--- src/rtl/fifo_sig_ram_pkg.sv ---
// Shared constants, grant/preference types and pointer helper for the
// single-port-RAM FIFO controller.
package fifo_sig_ram_pkg;

    localparam int OB_DEPTH   = 3;
    localparam int RAM_RD_LAT = 1;

    typedef enum logic [1:0] {
        GNT_IDLE = 2'd0,
        GNT_WR   = 2'd1,
        GNT_RD   = 2'd2
    } gnt_e;

    typedef enum logic {
        PREF_WR = 1'b0,
        PREF_RD = 1'b1
    } pref_e;

    // Increment a RAM pointer, wrapping DEPTH-1 -> 0 (DEPTH need not be 2^n).
    function automatic int ptr_inc(input int ptr, input int depth);
        return (ptr == depth - 1) ? 0 : ptr + 1;
    endfunction

endpackage

--- src/rtl/fifo_sig_ram_obuf.sv ---
// 3-entry in-order register FIFO that holds words read back from the RAM;
// head is registered so out_data never comes straight from the RAM.
module fifo_sig_ram_obuf
    import fifo_sig_ram_pkg::*;
#(
    parameter int WIDTH = 8
) (
    input  logic             clk,
    input  logic             rst_n,
    input  logic             push,
    input  logic [WIDTH-1:0] push_data,
    input  logic             pop,
    output logic [WIDTH-1:0] head,
    output logic [1:0]       cnt
);

    logic [WIDTH-1:0] mem [OB_DEPTH];
    logic [1:0]       wr_idx;

    // A simultaneous pop shifts everything down, so the push lands one slot lower.
    assign wr_idx = cnt - 2'(pop);
    assign head   = mem[0];

    always_ff @(posedge clk) begin
        if (!rst_n) begin
            cnt <= '0;
            for (int i = 0; i < OB_DEPTH; i++) begin
                mem[i] <= '0;
            end
        end else begin
            if (pop) begin
                for (int i = 0; i < OB_DEPTH - 1; i++) begin
                    mem[i] <= mem[i+1];
                end
            end
            if (push) begin
                mem[wr_idx] <= push_data;
            end
            cnt <= cnt + 2'(push) - 2'(pop);
        end
    end

endmodule

--- src/rtl/fifo_sig_ram_ctrl.sv ---
// Controller that turns a one-op-per-cycle single-port RAM into a valid/ready
// FIFO: arbitrates pushes against prefetch reads and hides the read latency.
module fifo_sig_ram_ctrl
    import fifo_sig_ram_pkg::*;
#(
    parameter int WIDTH = 8,
    parameter int DEPTH = 128
) (
    input  logic                         clk,
    input  logic                         rst_n,
    input  logic                         in_valid,
    output logic                         in_ready,
    input  logic [WIDTH-1:0]             in_data,
    output logic                         out_valid,
    input  logic                         out_ready,
    output logic [WIDTH-1:0]             out_data,
    output logic [$clog2(DEPTH+4)-1:0]   count,
    output logic                         full,
    output logic                         empty,
    output logic                         ram_wren,
    output logic [$clog2(DEPTH)-1:0]     ram_addr,
    output logic [WIDTH-1:0]             ram_data_in,
    input  logic [WIDTH-1:0]             ram_data_out
);

    localparam int AW = $clog2(DEPTH);
    localparam int CW = $clog2(DEPTH + 4);

    logic [AW-1:0]         wr_ptr;
    logic [AW-1:0]         rd_ptr;
    logic [CW-1:0]         ram_count;
    logic [RAM_RD_LAT-1:0] rd_inflight;
    logic [1:0]            ob_cnt;
    pref_e                 pref;
    gnt_e                  gnt;
    logic                  read_want;
    logic                  contended;
    logic                  pop;

    // Both ports are valid/ready: a word moves on a rising edge where
    // valid && ready; ready is built from registered state only.
    assign read_want = (ram_count != '0) &&
                       ((int'(ob_cnt) + int'(rd_inflight)) < OB_DEPTH);
    assign full      = (ram_count == CW'(DEPTH));
    assign in_ready  = rst_n && !full && !(read_want && pref == PREF_RD);
    assign contended = rst_n && read_want && in_valid && !full;

    always_comb begin
        gnt = GNT_IDLE;
        if (rst_n) begin
            if (in_valid && in_ready) begin
                gnt = GNT_WR;
            end else if (read_want) begin
                gnt = GNT_RD;
            end
        end
    end

    assign ram_wren    = (gnt == GNT_WR);
    assign ram_addr    = (gnt == GNT_WR) ? wr_ptr : rd_ptr;
    assign ram_data_in = in_data;

    assign out_valid = (ob_cnt != 2'd0);
    assign pop       = out_valid && out_ready;
    assign count     = ram_count + CW'(rd_inflight) + CW'(ob_cnt);
    assign empty     = (count == '0);

    always_ff @(posedge clk) begin
        if (!rst_n) begin
            wr_ptr      <= '0;
            rd_ptr      <= '0;
            ram_count   <= '0;
            rd_inflight <= '0;
            pref        <= PREF_WR;
        end else begin
            if (gnt == GNT_WR) begin
                wr_ptr <= AW'(ptr_inc(int'(wr_ptr), DEPTH));
            end
            if (gnt == GNT_RD) begin
                rd_ptr <= AW'(ptr_inc(int'(rd_ptr), DEPTH));
            end
            ram_count   <= ram_count + CW'(gnt == GNT_WR) - CW'(gnt == GNT_RD);
            rd_inflight <= (gnt == GNT_RD);
            // Alternate the winner only when both sides actually compete.
            if (contended) begin
                pref <= (pref == PREF_WR) ? PREF_RD : PREF_WR;
            end
        end
    end

    fifo_sig_ram_obuf #(
        .WIDTH (WIDTH)
    ) u_obuf (
        .clk       (clk),
        .rst_n     (rst_n),
        .push      (rd_inflight[0]),
        .push_data (ram_data_out),
        .pop       (pop),
        .head      (out_data),
        .cnt       (ob_cnt)
    );

endmodule

--- config.mk ---
export PLATFORM = sky130hd
export DESIGN_NAME = fifo_sig_ram_ctrl
export DESIGN_NICKNAME = d
export VERILOG_FILES = /design/src/rtl/fifo_sig_ram_pkg.sv /design/src/rtl/fifo_sig_ram_obuf.sv /design/src/rtl/fifo_sig_ram_ctrl.sv
export SDC_FILE = /design/constraint.sdc
export NUM_CORES = 1
export LEC_CHECK = 0
export CORE_ASPECT_RATIO = 0.75
export CORE_UTILIZATION = 55
export DETAILED_ROUTE_END_ITERATION = 10
export PLACE_DENSITY = 0.84
export SLEW_MARGIN = 20
export SYNTH_ARGS = -nofsm -noshare
export SYNTH_HDL_FRONTEND = slang
export SYNTH_SLANG_ARGS = --single-unit
--- constraint.sdc ---
create_clock -name clk -period 10.3 [get_ports clk]
set_input_delay 2.06 -clock clk [delete_from_list [all_inputs] [get_ports clk]]
set_output_delay 2.06 -clock clk [all_outputs]
set_load 0.01 [all_outputs]
[Word-level counts from Yosys, hierarchy flattened]
Memory sizes are Yosys's and may differ from the RTL's.
Index checks and enable logic that the tools add are counted.
Word-level totals
  latch bits: 0
  word-level logic and storage cells: 59
  output and inout port bits: 36
  memories: 1
  input bits: 20
  register bits: 26
  bits in read-only memories: 0
  bits in writable memories: 24
Memory list
  u_obuf.mem: depth 3, width 8, read ports 3, clocked after Yosys merged registers in 0, wr ports 3, line fifo_sig_ram_obuf.sv:17  | logic [WIDTH-1:0] mem [OB_DEPTH];
Operators by class
  bitwise operators: 2
  reduce and logical (&&, ||, !) cells: 15
  muxes and demuxes: 19
  shift-type cells: 0
  equality and inequality tests: 5
  div/mod/pow operators: 0
  $mul: 0
  $lt $le $gt $ge: 1
  add/sub/neg operators: 10
Operators by type and width (count)
  $mux 8: 3
  $mux 7: 3
  $add 8x1->8: 2
  $add 7x1->7 const B: 2
  $eq 7x1->1 const B: 2
  $logic_and 1x1->1: 9
  $mux 1: 9
  $add 8x2->8: 1
  $eq 8x8->1 const B: 1
  $logic_not 8->1: 1
  $mux 2: 4
  $reduce_bool 8->1: 1
  $reduce_or 8->1: 1
  $sub 8x1->8: 1
  $sub 2x1->2: 2
  $add 2x1->3: 1
  $lt 3x2->1 const B: 1
  $add 2x1->2: 1
  $eq 2x1->1 const B: 1
  $eq 2x2->1 const B: 1
  $logic_not 1->1: 2
  $or 1x1->1: 2
  $reduce_bool 2->1: 1

[Longest topological paths before layout]
  depth in word-level cells: 12
  mapped depth: 15
  depth with buffers taken out: 13

[Hierarchy]
A second synthesis with hierarchy kept.
Second synthesis, totals
  cell total of the unflattened synthesis: 315
  area, all modules: 3069.2 µm²
Modules (own cells, without submodules)
  fifo_sig_ram_ctrl: instances 1, cells each 227, area each 1926.8 µm²
  fifo_sig_ram_obuf: instances 1, cells each 88, area each 1142.3 µm²

[Least setup slack after synthesis]
OpenSTA, ideal clock, no wires.
  kind: input-to-output
  start point: input port in_valid
  end point: output port ram_addr[0]
  buffers on the path: 0
  arrival time: 3028 ps
  cell stages on the path: 3
  setup slack: 5212 ps
  cell sequence: o21ai_0 -> nor3_4 -> mux2_2
On the way
  word-level cells in the longest chain between the ends: 5
Ends and longest elaborated chain
  start, declared: line fifo_sig_ram_ctrl.sv:11  | input logic in_valid,
  $logic_and 1x1->1: line fifo_sig_ram_ctrl.sv:51  | if (in_valid && in_ready) begin
  $mux 2: line fifo_sig_ram_ctrl.sv:51
  $mux 2: line fifo_sig_ram_ctrl.sv:50  | if (rst_n) begin
  $eq 2x1->1
  named net ram_wren: line fifo_sig_ram_ctrl.sv:20  | output logic ram_wren,
  $mux 7: line fifo_sig_ram_ctrl.sv:60  | assign ram_addr = (gnt == GNT_WR) ? wr_ptr : rd_ptr;
  end, declared: line fifo_sig_ram_ctrl.sv:21  | output logic [$clog2(DEPTH)-1:0] ram_addr,
The timed path passes the listed nets, and every way through them passes these cells.

[Final worst setup path]
  start point: input port rst_n
  end point: output port ram_addr[0]
On the way
  word-level cells in the longest chain between the ends: 7
Ends and longest elaborated chain
  start, declared: line fifo_sig_ram_ctrl.sv:10  | input logic rst_n,
  $logic_and 1x1->1 (2 in series): line fifo_sig_ram_ctrl.sv:45  | assign in_ready = rst_n && !full && !(read_want && pref == PREF_RD);
  $logic_and 1x1->1: line fifo_sig_ram_ctrl.sv:51
  $mux 2: line fifo_sig_ram_ctrl.sv:51
  $mux 2 *: line fifo_sig_ram_ctrl.sv:50
  $eq 2x1->1 *: line fifo_sig_ram_ctrl.sv:60
  $mux 7 *: line fifo_sig_ram_ctrl.sv:60
Mark *: on every way between the ends. The rest lies on a longest branch, timed or not.

==> metrics.md <==
| Metric | Value |
|---|---|
| Run status | `finished, final reports clean` |
| Design Area, Final | `0.00350 mm²` |
| Hold depth | `2` |
| Max-slew violations | `0` |
| Leakage power | `around 1.3 nW` |
| Placeable Area | `0.00506 mm²` |
| RSZ-0062 raised after global routing | `false` |
| Setup-failing EPs final | `0` |
| # diodes | `0` |
| Mux cell area share after synthesis | `under 10%` |
| H-tree Lvls | `2` |
| Main combinational cell family by area after synthesis | `compound AO/OA/AOI/OAI gates` |
| Skew final | `just under 0.004 ns` |
| Worst-case vdd ir drop | `~240 µV` |
| Ys async rst share | `0%` |
| 1st-iter DRT viols | `85` |
| Reg2reg start | `rd_inflight` |
| Port bufs | `39` |
| DR vias/cell | `5.95` |
| Largest net degree at the start of global routing | `26` |
| CTS Root Cell | `clkbuf_8` |
| Compound-Gate Fraction of Synth Area | `between 10% and 20%` |
| Simple-gate portion of the synthesized area | `17.1%` |
| Minimum clock period | `6.76 ns` |
| Clock Path Buffers | `2` |
| Register area share after synthesis | `41.3%` |
| Post-Synth XOR/XNOR Area | `under 10%` |
| Initial antenna violation count | `0` |
| Cell Rows | `22` |
| Period utilization | `65.6%` |
| Startpoint Class | `primary input` |
| Critical path class | `primary input to output pin` |
| WP data required | `8.24 ns` |
| Routability congestion estimate | `between 0.8 and 0.9` |
| Nets@finish | `373` |
| Largest area contributor in the netlist | `edfxtp_1` |
| Placement Cell Area | `0.00341 mm²` |
| Layout area overhead | `16.4%` |
| R2R cell count | `14` |
| Reg clk slew, reported paths | `0.09 ns` |
| Detailed placement HPWL | `~4.7 mm` |
| Slew @ Worst Pin | `1.02 ns` |
| Share of layout cells above drive strength 1 | `6.40%` |
| WL final | `between 6 and 7 mm` |
| Clock Latency Late Sink | `around 0.3 ns` |
| Min-Delay Startpoint | `rd_ptr[4]` |
| Overflow after GRT | `0` |
| CTS Hold Buffers Added | `0` |
| Mapped Cells | `a little under 300` |
| Num CTS Buffers | `5` |
| Ys Warns | `0` |
| RR Endpoint | `ram_count[6]` |
| Final hold vios | `0` |
| Pwr/cell area | `approximately 260 mW/mm²` |
| Final TNS setup | `0 ns` |
| Die Ht | `66.0 µm` |
| Vias | `2380` |
| R2r setup slk | `6.72 ns` |
| Arr. time, crit path | `4.70 ns` |
| Relative slew slack | `31.5%` |
| Area contributors post-synth | `edfxtp_1 24%, dfxtp_1 17%, ha_1 9.6%` |
| Routed WL per cell | `16.0 µm` |
| I/O pins | `56` |
| Initial core utilization | `59.3%` |
| Synth Net Count | `340` |
| Die area | `slightly below 0.006 mm²` |
| EDFF count, synth | `24` |
| CTS tree | `built` |
| Post_cts resized | `0` |
| Post-synth top flop | `dfxtp_1` |
| Synth Register Bits | `50` |
| GRT Util Overall | `24.1%` |
| Crit Path Max Fanout | `25` |
| Syn_area_per_cell | `10.2 µm²` |
| Count of cell types in the netlist | `50` |
| Setup crit end kind | `output pin` |
| Worst hold endpoint | `rd_ptr[4]` |
| First-pass iteration count of the detailed router | `5` |
| Mapped cell area | `0.00301 mm²` |
| Worst Hold Class | `register to register` |
| Adder-cell share of the synthesized area | `a little under an eighth` |
| # Post-CTS Setup Buffers | `0` |
| Sink Count | `50` |
| Residual DRC | `0` |
| Max_cap viols | `0` |
| Die width | `around 87 µm` |
| First-pass GRT wire length | `10.6 mm` |
| Number of global-route vias before repair | `2127` |
| Fmax achieved | `0.148 GHz` |
| Yosys top cell area share | `roughly a quarter` |
| Detail Route Antenna Nets | `0` |
==> cell type report <==
class / count / area [µm²]
sequential: 50 / 1240
fill: 389 / 1570
inverter: 21 / 78.8
clock buffer: 6 / 72.6
multi-input combinational: 206 / 1580
clock inverter: 2 / 15.0
timing repair buffer: 43 / 420
tap: 72 / 90.1
==> layout by cell type, fill, tap and decap left out, types with 3 or more instances in the layout <==
master           instances
a21oi_1                 14
a22o_1                  17
a31oi_1                  4
and2_1                  11
and3_1                   4
buf_4                    4
clkbuf_8                 5
clkdlybuf4s50_1         39
dfxtp_1                 26
edfxtp_1                24
fa_1                     3
ha_1                    23
inv_1                   21
mux2_2                   7
mux2i_1                  3
nand2_1                 12
nand2b_1                 3
nand3_1                 12
nand4_1                  3
nor2_1                  12
nor2b_1                  5
nor3_1                   3
o211ai_1                 6
o21ai_0                  8
o31ai_1                  9
or3_1                    5
or4_1                    7
xnor2_1                 10
==> worst max-delay path by stage <==
stage | start | slack (ns) | to | depth (start not counted)
finish | rst_n | 3.54 | ram_addr[0] | 6
global route | rst_n | 3.34 | ram_addr[2] | 6
CTS | rst_n | 3.52 | ram_addr[0] | 6
detailed placement | rst_n | 3.52 | ram_addr[0] | 6
global placement | rst_n | 3.62 | ram_addr[1] | 6
floorplan | in_valid | 5.21 | ram_addr[0] | 3
==> stage by stage <==
step	cells	hold WS (ns)	power, mW	setup slack [ns]	util [%]
CTS	400	0.511	0.912	3.52	69.1
global placement	392	0.488	0.780	3.62	67.3
floorplan	294	0.458	0.633	5.21	-
global route	400	0.546	0.984	3.34	69.1
detailed placement	392	0.498	0.794	3.52	67.3
finish	400	0.505	0.915	3.54	69.1
==> power breakdown <==
| group | switching, mW | internal (mW) | total (mW) |
|---|---|---|---|
| combinational | 0.265 | 0.234 | 0.498 |
| clock | 0.0650 | 0.0480 | 0.113 |
| sequential | 0.0426 | 0.261 | 0.304 |
| total | 0.372 | 0.543 | 0.915 |
==> per-layer routing <==
metal  GRT usage, %  up-vias  share of wire, %
li1               -     1158                 -
met1           36.3     1134                49
met2           36.4       84                45
met3           3.75        4               5.5
met4           5.33        0              0.66
met5              0        -                 0
==> cell usage after synthesis (6+ instances only) <==
cell type  count
dfxtp_1       26
edfxtp_1      24
ha_1          23
inv_1         21
a22o_1        17
a21oi_1       14
nand2_1       12
nand3_1       12
nor2_1        12
and2_1        11
xnor2_1       10
o31ai_1        9
buf_4          8
o21ai_0        8
mux2_2         7
or4_1          7
o211ai_1       6
==> critical path, stage by stage <==
cell             delay [ns]
clkdlybuf4s50_1        1.01
inv_1                  0.09
buf_4                  0.25
nor3_4                 0.42
mux2_2                 0.39
clkdlybuf4s50_1        0.48
==> state kept, by name, summed over array words and instances, names as in the netlist <==
register,cells
wr_ptr,7
rd_inflight,1
u_obuf.cnt,2
pref,1
ram_count,8
rd_ptr,7
u_obuf.mem,24
==> kinds of logic after synthesis <==
kind of cell / count (synthesis)
flip-flops: 50
AO/OA/AOI/OAI: 71
XOR/XNOR: 11
multiplexers: 10
buffers and inverters: 38
AND/OR/NAND/NOR: 88
adder cells (fa/ha/maj): 26
(Power assumes the default switching activity.)
==> variant 1: new RTL, same settings <==
Change the package constant `OB_DEPTH` from 3 to 5.
--- a/src/rtl/fifo_sig_ram_pkg.sv
+++ b/src/rtl/fifo_sig_ram_pkg.sv
@@ -2,7 +2,7 @@
 // single-port-RAM FIFO controller.
 package fifo_sig_ram_pkg;
 
-    localparam int OB_DEPTH   = 3;
+    localparam int OB_DEPTH   = 5;
     localparam int RAM_RD_LAT = 1;
 
     typedef enum logic [1:0] {
Formal check against the unedited RTL: not equivalent (a bounded check fails within 10 cycles, from zero or initial values and one cycle with rst_n low).
==> variant 1 against the unedited design <==
Non-clock buffer count shrank 3. First-iteration DRC count grew 130%. Largest cell class unchanged. Clock power grew 79%. Total power grew 15%. Sequential cell count grew 8. Area after synthesis grew 12%. Final area grew 14%. Count of clock-buffer cells in the layout grew 6. Die area grew 12%. Wire length grew 13%. Worst setup slack gained 83 ps. Register-to-register slack gained 120 ps.
==> variant 1: results <==
{
  "dr.pass1.iters": 5,
  "place.gp.congestion": 0.869,
  "wl_per_cell_um": 16.5,
  "largestRegisters": "u_obuf.mem: 32 flops, ram_count: 8 flops",
  "nNetsFinal": 403,
  "clk_latency_ps": 340,
  "slowest_stage": "clkdlybuf4s50_1",
  "synth_nets": 364,
  "synth_area_leaders": "edfxtp_1 28%, dfxtp_1 15%, ha_1 8.5%, a22o_1 6.5%, inv_1 2.6%",
  "wl_met1_mm": 3.30,
  "rr_startpoint": "ram_count[2]",
  "reg2reg_slack_ps": 6840,
  "cts_hold_buffers": 0,
  "cts-htree-levels": 3,
  "initialDrtViolationCount": 197,
  "port-buffer-count": 39,
  "vias": 2630,
  "routed.top_layer": "met4",
  "layout-drive-gt1-share_pct": 8.84,
  "dp_hpwl_mm": 5.20,
  "worstHoldStart": "rd_ptr[4]",
  "async_flop_share_pct": 0,
  "yosys_warnings": 0,
  "synth_commonest_cells": "32 x edfxtp_1, 26 x dfxtp_1, 25 x a22o_1, 23 x ha_1, 23 x inv_1",
  "cpLargestDelayFamily": "buffers and inverters",
  "root_buffer": "clkbuf_8",
  "synth_edf_count": 32,
  "dpl_cell_area_um2": 3800,
  "antenna_found_initial": 0,
  "clockBufferDepth": 2,
  "arrival_ps": 4620,
  "grt_pass1_wl_mm": 12.0,
  "finClkSkew_ps": 7.31,
  "grt_pass1_vias": 2487,
  "ys_seq_area_share_pct": 43.8,
  "clk_pin_slew_ps": 60,
  "synth.distinct_cells": 53,
  "numCtsBuffers": 9,
  "grt_start_max_net_pins": 22,
  "holdPathEnd": "rd_ptr[4]",
  "peakVddDrop_v": 0.000189,
  "slowest_delay_ps": 940,
  "met2_wirelength_mm": 3.17,
  "r2r-end": "ram_count[6]",
  "diodes": 0,
  "power.leakage_nw": 1.53,
  "ys.flop_type": "edfxtp_1",
  "worstMarginPinSlew_ps": 1080,
  "wl_met3_um": 664,
  "hp-class": "reg -> reg",
  "whs_path_depth": 2,
  "track_usage_pct": 24.6,
  "status": "finished, final reports clean",
  "ctsResizeCount": 0,
  "path_max_fanout": 21,
  "cts_setup_buffers": 0
}
-- variant 1: cell count changes after synthesis, moves of 4 or more --
cell,delta
or3_1,-4
edfxtp_1,+8
nand3_1,+5
nand2b_1,+4
a22o_1,+8
nor3_1,+4
o21ai_0,+5
-- variant 1: worst min-delay path: cells and delay by family, from the launching register on --
kind | cells | cell delay [ps]
DFF | 1 | 330
AOI/OAI and AO/OA | 2 | 110
-- variant 1: through the flow --
| stage | setup WS [ps] | cells | hold WS (ps) |
|---|---|---|---|
| 2_1_floorplan | 5390 | 318 | 457 |
| 3_3_place_gp | 3680 | 424 | 488 |
| 3_5_place_dp | 3630 | 424 | 481 |
| 4_1_cts | 3640 | 440 | 489 |
| 5_1_grt | 3390 | 440 | 522 |
| 6_report | 3620 | 440 | 492 |
-- variant 1: cells by family after synthesis --
logic type,count (synthesis),share of synthesized area (%)
DFF,58,43.8
buffers and inverters,36,4.96
muxes,10,3.22
xor gates and xnor gates,11,2.85
and+or+nand+nor,91,15.8
AOI/OAI and AO/OA,86,19.0
adders and majority gates,26,10.3
-- variant 1: worst max path at each step --
stage	start	endpoint	slack, ps	depth (start not counted)
3_5_place_dp	rst_n	in_ready	3630	4
2_1_floorplan	in_valid	ram_addr[0]	5390	4
6_report	rst_n	in_ready	3620	4
5_1_grt	rst_n	in_ready	3390	4
3_3_place_gp	rst_n	in_ready	3680	4
4_1_cts	rst_n	in_ready	3640	4
-- variant 1: power breakdown --
part / total [mW] / switching (mW) / internal [mW] / leakage [nW]
Combinational: 0.495 / 0.265 / 0.230 / 0.887
Clock: 0.202 / 0.0860 / 0.116 / 0.0954
Sequential: 0.353 / 0.0443 / 0.309 / 0.552
-- variant 1: layer usage --
layer / vias up / global-route usage, %
met4: 0 / 10.2
li1: 1268 / -
met3: 21 / 7.41
met1: 1211 / 33.8
met5: - / 0
met2: 130 / 36.3
-- variant 1: final cells by class --
cell class	instances	area (um^2)
Timing Repair Buffer	40	398
Multi-Input combinational cell	224	1730
Sequential cell	58	1480
Tap cell	78	97.6
Fill cell	452	1870
Inverter	24	90.1
Clock inverter	4	42.5
Clock buffer	12	145
==> variant 2: new RTL, same settings <==
Without the edit above. Reset style: asynchronous (`rst_n`), changed in 2 clocked blocks.
--- a/src/rtl/fifo_sig_ram_obuf.sv
+++ b/src/rtl/fifo_sig_ram_obuf.sv
@@ -21,7 +21,7 @@
     assign wr_idx = cnt - 2'(pop);
     assign head   = mem[0];
 
-    always_ff @(posedge clk) begin
+    always_ff @(posedge clk or negedge rst_n) begin
         if (!rst_n) begin
             cnt <= '0;
             for (int i = 0; i < OB_DEPTH; i++) begin
--- a/src/rtl/fifo_sig_ram_ctrl.sv
+++ b/src/rtl/fifo_sig_ram_ctrl.sv
@@ -65,7 +65,7 @@
     assign count     = ram_count + CW'(rd_inflight) + CW'(ob_cnt);
     assign empty     = (count == '0);
 
-    always_ff @(posedge clk) begin
+    always_ff @(posedge clk or negedge rst_n) begin
         if (!rst_n) begin
             wr_ptr      <= '0;
             rd_ptr      <= '0;
Check against the original RTL: differs if rst_n is asserted again (counterexample within 4 cycles, from zero or initial values and one cycle with rst_n low); with rst_n held inactive, the same outputs for 10 cycles.
==> variant 2 against the unedited design <==
Sequential cell count did not move. Final area is 2.9% higher. Largest cell class unchanged. Core utilization decreased by 2.9 points. Via count is 6.9% lower. Area after synthesis rose by 5.4%. Worst setup slack better by 450 ps. Total power rose by 35%. Wire length fell by 7.2%.
==> variant 2: results <==
{
  "async_flop_share_pct": 100,
  "dr.pass1.iters": 4,
  "slowest_delay_ps": 520,
  "r2r-end": "ram_count[6]",
  "grt_use_met1_pct": 28.3,
  "syn_area_per_cell_um2": 10.6,
  "path_max_fanout": 53,
  "rr_startpoint": "rd_inflight",
  "dpl_cell_area_um2": 3510,
  "use_met3_pct": 4.03,
  "status": "finished, final reports clean",
  "worstMarginPinSlew_ps": 655,
  "fill_cells": 431,
  "arrival_ps": 4250,
  "slowest_stage": "buf_4",
  "wl_mm": 5.93,
  "layout-drive-gt1-share_pct": 13.1,
  "power.leakage_nw": 1.62,
  "place.gp.congestion": 0.825,
  "synth_nets": 344,
  "routed_via_density": 5.50,
  "dp_hpwl_mm": 4.31,
  "initialDrtViolationCount": 91,
  "grt_start_max_net_pins": 54,
  "ys_seq_area_share_pct": 39.5,
  "placed_cells": 395,
  "finClkSkew_ps": 7.99
}
==> variant 2: cell types whose count changed after synthesis, sizes merged, moves of 8 or more <==
cell    unedited run  this run
dfrtp              0        50
dfxtp             26         0
edfxtp            24         0
a22o              17         1
o21ai              8        24
nand2             12        26
mux2i              3        16
mux2               7        17
and2              11         3
o31ai              9         1
==> variant 2: worst max path at each step <==
stage	start	endpoint	cells after the start
global route	rst_n	ram_addr[1]	7
floorplan	in_valid	ram_addr[0]	5
CTS	rst_n	ram_addr[3]	7
detailed placement	rst_n	ram_addr[3]	7
finish	rst_n	ram_addr[3]	7
global placement	rst_n	ram_addr[3]	7
==> variant 2: worst max-delay path, delay by kind of cell <==
kind / cells / cell delay [ps]
compound gates: 1 / 290
simple gates: 2 / 500
buf+inv: 3 / 1080
mux: 1 / 310
==> variant 2: layout make-up <==
type / instances / area [um^2] / share of cell area [%]
inverters: 27 / 104 / 2.88
flip-flops and latches: 50 / 1250 / 34.8
multi-input cells: 201 / 1650 / 45.9
repair buffers: 42 / 408 / 11.3
clock inverters: 3 / 21.3 / 0.591
well taps: 75 / 93.8 / 2.61
clock buffers: 5 / 68.8 / 1.91
==> variant 2: metrics by stage <==
stage               hold WS (ps)  total power [mW]  setup WS, ps
finish                       519              1.23          3990
global route                 537              1.34          3770
CTS                          518              1.24          3930
detailed placement           496              1.12          3920
global placement             486              1.09          3980
floorplan                    467             0.889          5270
==> variant 2: logic make-up (layout without fill, tap and decap cells) <==
group                      after synthesis  count (layout)  synth area share (%)
buffers and inverters                   48              77                  8.30
adders and majority gates               25              25                  10.6
DFF                                     50              50                  39.5
AOI/OAI and AO/OA                       49              49                  10.9
xor gates and xnor gates                20              20                  5.53
and+or+nand+nor                         74              74                  13.3
muxes                                   33              33                  11.9
==> variant 2: power by group through the flow <==
stage	clock, mW	combinational (mW)	sequential (mW)
finish	0.117	0.732	0.383
CTS	0.118	0.739	0.383
detailed placement	0	0.732	0.385
global route	0.126	0.815	0.398
floorplan	0	0.531	0.359
global placement	0	0.709	0.380
==> variant 2: per-layer routing <==
metal	wire length, um	vias up
met2	2910	37
met1	2800	1092
met4	41	0
met5	0	-
met3	172	5
li1	-	1082
